===== config.mk =====
export PLATFORM = sky130hd
export DESIGN_NAME = xor_checksum_accum
export DESIGN_NICKNAME = d
export VERILOG_FILES = /design/src/rtl/xor_checksum_accum.sv
export SDC_FILE = /design/constraint.sdc
export NUM_CORES = 1
export LEC_CHECK = 0
export CORE_UTILIZATION = 49
export DETAILED_ROUTE_END_ITERATION = 6
export PLACE_DENSITY = 0.78
export SLEW_MARGIN = 25
export SYNTH_ARGS = -nofsm -noshare
export SYNTH_HDL_FRONTEND = slang
export SYNTH_SLANG_ARGS = --single-unit

===== constraint.sdc =====
create_clock -name clk -period 1.8 [get_ports clk]
set_input_delay 0.36 -clock clk [delete_from_list [all_inputs] [get_ports clk]]
set_output_delay 0.36 -clock clk [all_outputs]
set_load 0.1 [all_outputs]

===== src/rtl/xor_checksum_accum.sv =====
// Streaming XOR-checksum accumulator with valid/ready on both sides.
// Optional XOR_CHK_COUNT_EN adds a saturating per-frame word counter on word_cnt.
module xor_checksum_accum #(
  parameter int               WIDTH = 16,
  parameter logic [WIDTH-1:0] SEED  = '0
`ifdef XOR_CHK_COUNT_EN
  , parameter int             CNT_W = 8
`endif
) (
  input  logic             clk,
  input  logic             reset,
  input  logic [WIDTH-1:0] in_data,
  input  logic             in_valid,
  input  logic             in_last,
  output logic             in_ready,
  output logic [WIDTH-1:0] sum_out,
  output logic             sum_valid,
  input  logic             sum_ready,
  output logic             busy
`ifdef XOR_CHK_COUNT_EN
  , output logic [CNT_W-1:0] word_cnt
`endif
);

  typedef enum logic [1:0] {IDLE, ACCUM, HOLD} state_t;

  state_t           state, state_nxt;
  logic [WIDTH-1:0] acc;
  logic [WIDTH-1:0] folded;
  logic             accept;

  assign accept = in_valid && in_ready;
  // First word of a frame folds against SEED directly, so no bypass path is needed.
  assign folded = ((state == IDLE) ? SEED : acc) ^ in_data;

  always_ff @(posedge clk) begin
    if (reset) state <= IDLE;
    else       state <= state_nxt;
  end

  always_comb begin
    state_nxt = state;
    unique case (state)
      IDLE:    if (accept) state_nxt = in_last ? HOLD : ACCUM;
      ACCUM:   if (accept && in_last) state_nxt = HOLD;
      HOLD:    if (sum_ready) state_nxt = IDLE;
      default: state_nxt = IDLE;
    endcase
  end

  always_comb begin
    in_ready  = !reset && (state != HOLD);
    sum_valid = (state == HOLD);
    busy      = (state == ACCUM);
  end

  always_ff @(posedge clk) begin
    if (reset) begin
      acc     <= SEED;
      sum_out <= '0;
    end else if (accept) begin
      if (in_last) sum_out <= folded;
      else         acc     <= folded;
    end else if (state == HOLD && sum_ready) begin
      acc <= SEED;
    end
  end

`ifdef XOR_CHK_COUNT_EN
  logic [CNT_W-1:0] cnt, cnt_nxt;

  always_comb begin
    cnt_nxt = CNT_W'(1);
    if (state != IDLE) cnt_nxt = (&cnt) ? cnt : cnt + 1'b1;
  end

  always_ff @(posedge clk) begin
    if (reset) begin
      cnt      <= '0;
      word_cnt <= '0;
    end else if (accept) begin
      cnt <= cnt_nxt;
      if (in_last) word_cnt <= cnt_nxt;
    end
  end
`endif

endmodule

==> impl_metrics.ini <==
[clock_network]
cts_buffers = 5
post_cts_hold_buffer_count = 0
htree_levels = 2
post_cts_resize_count = 1
clock_insertion_delay_worst_skew_ns = 0.35
cts_root_buffer = sky130_fd_sc_hd__clkbuf_4
cts_buffer_depth = 2
cts_tree = done
cts.sink_count = 34
clk_pin_slew_worst_paths_ns = 0.10
cts_post_setup_buffers_inserted = 0

[setup_path]
arrival_ns = 1.30
timing_worst_setup_path_type = register to output pin
timing.critical_path.required_ns = 1.44
setup.worst_path.start_class = register
worst_setup_path_end_kind = output pin
crit_path_max_fanout = 20

[finish]
fin_nets = 265
layout_common_cells = sky130_fd_sc_hd__dfxtp_1, sky130_fd_sc_hd__clkdlybuf4s50_1, sky130_fd_sc_hd__buf_12, sky130_fd_sc_hd__buf_4
mostFrequentLayoutCell = sky130_fd_sc_hd__dfxtp_1
non_filler_instance_count_after_layout = 291
number_of_antenna_repair_diodes = 0
layout-area-overhead-vs-synth_pct = 44.95
share_of_the_core_filled_with_cells = 0.7475
post_route_cells_drive_above_1_share = 0.2857

[placed_design]
dp_slack_ns = -0.03912
io_buffers = 39
place_hpwl_um = 3604
replace_congestion = 0.8069
instance_count_after_placement_with_tap_cells_included = 283

[global_routing]
grt_antenna_before_repair = 0
grt_pass1_vias = 1757
wire_length_of_the_first_global_routing_pass_um = 7721
gr-total-overflow = 0
maximum_number_of_pins_on_one_net_before_global_route_repair = 21
groute.usage.overall = 0.2838

[run]
max_cap_violations = 0

[route]
avgViaCountPerCell = 6.134
drc = 0
drtPass1Iterations = 4
number_of_nets_still_failing_antenna_checks_after_routing = 0
initialDrtViolationCount = 101
route.detailed.wl_per_inst_um = 17.21
route.vias.total = 1785
route.final.wire_length_um = 5008

[synth]
synth.ff_latch_count = 34
post_synth_instance_area_mm2 = 0.001748
yosys.cell_types.count = 27
synth.yosys.seq_area_share = 0.3894
synth.avg_cell_area_um2 = 8.918
ys_warn_count = 0
mappedNetlistNets = 217
number_of_instances_in_the_synthesized_netlist = 196

[floorplanning]
floorplan_core_area_mm2 = 0.003390
dieHeight_um = 61.73
pin_count = 40
initial_core_util = 0.5157
die-area_mm2 = 0.003810
num_rows = 21
die_width_um = 61.73

[power_and_ir_drop]
power.density_mw_per_mm2 = 760.2
static-leakage-power_nw = 0.8897
worst_ir_drop_vdd_mv = 0.4867

[timing]
timing_limited_maximum_frequency_ghz = 0.6040
worst_pin_slew_ns = 0.2752
min_period_ns = 1.656
rsz_0062_raised_after_global_routing = false
clock_skew_ns = 0.008443
fin_crit_sh = 0.9198
hold_viol = 0
slew_violations = 0
pnr_worst_setup_slack_ns = 0.1444
max-slew-margin-rel = 0.8139
setup_total_negative_slack_ns = 0
setup_viol = 0

[min_path]
hold_class = register to register

[outcome]
run_status = finished clean
cell type report:
cell class	count	area [µm²]
Fill cell	253	855.8
Inverter	18	70.07
Clock buffer	5	37.54
Clock inverter	3	40.04
Tap cell	46	57.56
Sequential cell	34	680.7
Timing Repair Buffer	58	721.9
Multi-Input combinational cell	127	925.9
cells in the mapped netlist:
library cell	count	share of area
sky130_fd_sc_hd__nor2_1	3	0.0064
sky130_fd_sc_hd__o221ai_1	6	0.030
sky130_fd_sc_hd__o21ai_0	16	0.046
sky130_fd_sc_hd__nand3b_1	17	0.073
sky130_fd_sc_hd__nor4_1	1	0.0036
sky130_fd_sc_hd__clkinv_1	1	0.0021
sky130_fd_sc_hd__o211ai_2	1	0.0072
sky130_fd_sc_hd__nor4bb_1	1	0.0057
sky130_fd_sc_hd__nor2b_1	1	0.0036
sky130_fd_sc_hd__a311oi_1	16	0.080
sky130_fd_sc_hd__dfxtp_1	34	0.39
sky130_fd_sc_hd__or2_0	8	0.029
sky130_fd_sc_hd__nand2_1	17	0.037
sky130_fd_sc_hd__o221ai_2	10	0.086
sky130_fd_sc_hd__a31oi_1	16	0.057
sky130_fd_sc_hd__or3_1	1	0.0036
sky130_fd_sc_hd__or2_2	8	0.029
sky130_fd_sc_hd__buf_4	1	0.0043
sky130_fd_sc_hd__and2_1	1	0.0036
sky130_fd_sc_hd__nand2b_1	2	0.0072
sky130_fd_sc_hd__inv_4	1	0.0036
sky130_fd_sc_hd__buf_6	2	0.013
sky130_fd_sc_hd__o22a_1	1	0.0050
sky130_fd_sc_hd__nor3_2	1	0.0057
sky130_fd_sc_hd__clkbuf_1	6	0.013
sky130_fd_sc_hd__buf_2	8	0.023
sky130_fd_sc_hd__inv_1	16	0.034
per-stage QoR:
step | power [mW] | cell area (µm²) | hold slack [ns]
finish | 1.926 | 2534 | 0.5400
global route | 1.992 | 2534 | 0.5622
CTS | 1.934 | 2534 | 0.5422
detailed placement | 1.385 | 2457 | 0.5108
global placement | 1.366 | 2457 | 0.4973
floorplan | 1.159 | 1763 | 0.4812
layer usage:
| layer | GRT usage | part of all wire | vias to the layer above |
|---|---|---|---|
| li1 | - | - | 828 |
| met1 | 0.3148 | 0.40 | 862 |
| met2 | 0.4793 | 0.50 | 75 |
| met3 | 0.07867 | 0.058 | 20 |
| met4 | 0.1810 | 0.036 | 0 |
| met5 | 0 | 0 | - |
kinds of logic after synthesis:
kind of cell,Yosys count,share of synthesized area
and+or+nand+nor,61,0.2062
DFF,34,0.3894
buffers and inverters,35,0.09306
AOI/OAI and AO/OA,66,0.3114
worst paths after layout:
path	start	to	slack [ns]	depth (start not counted)
setup reg to reg	state[1]$_SDFFE_PP0P_	sum_out[6]$_SDFFE_PP0P_	0.40	4
setup / recovery	state[0]$_SDFFE_PP0P_	busy	0.14	3
hold / removal	acc[2]$_SDFFE_PP0P_	acc[2]$_SDFFE_PP0P_	0.54	2
hold reg to reg	acc[2]$_SDFFE_PP0P_	acc[2]$_SDFFE_PP0P_	0.54	2
flip-flops by register name, indices dropped and copies added, names as in the netlist:
name     count
state        2
sum_out     16
acc         16
worst max-delay path, cell delays in order (launching register included):
cell                      delay, ns
sky130_fd_sc_hd__dfxtp_1       0.33
sky130_fd_sc_hd__buf_4         0.24
sky130_fd_sc_hd__nor2b_4       0.20
sky130_fd_sc_hd__buf_12        0.18
where the power goes:
part	internal (mW)	switching, mW
clock	0.288	0.268
sequential	0.794	0.0357
combinational	0.212	0.330
Note: power is estimated with default switching activity, not from simulation.
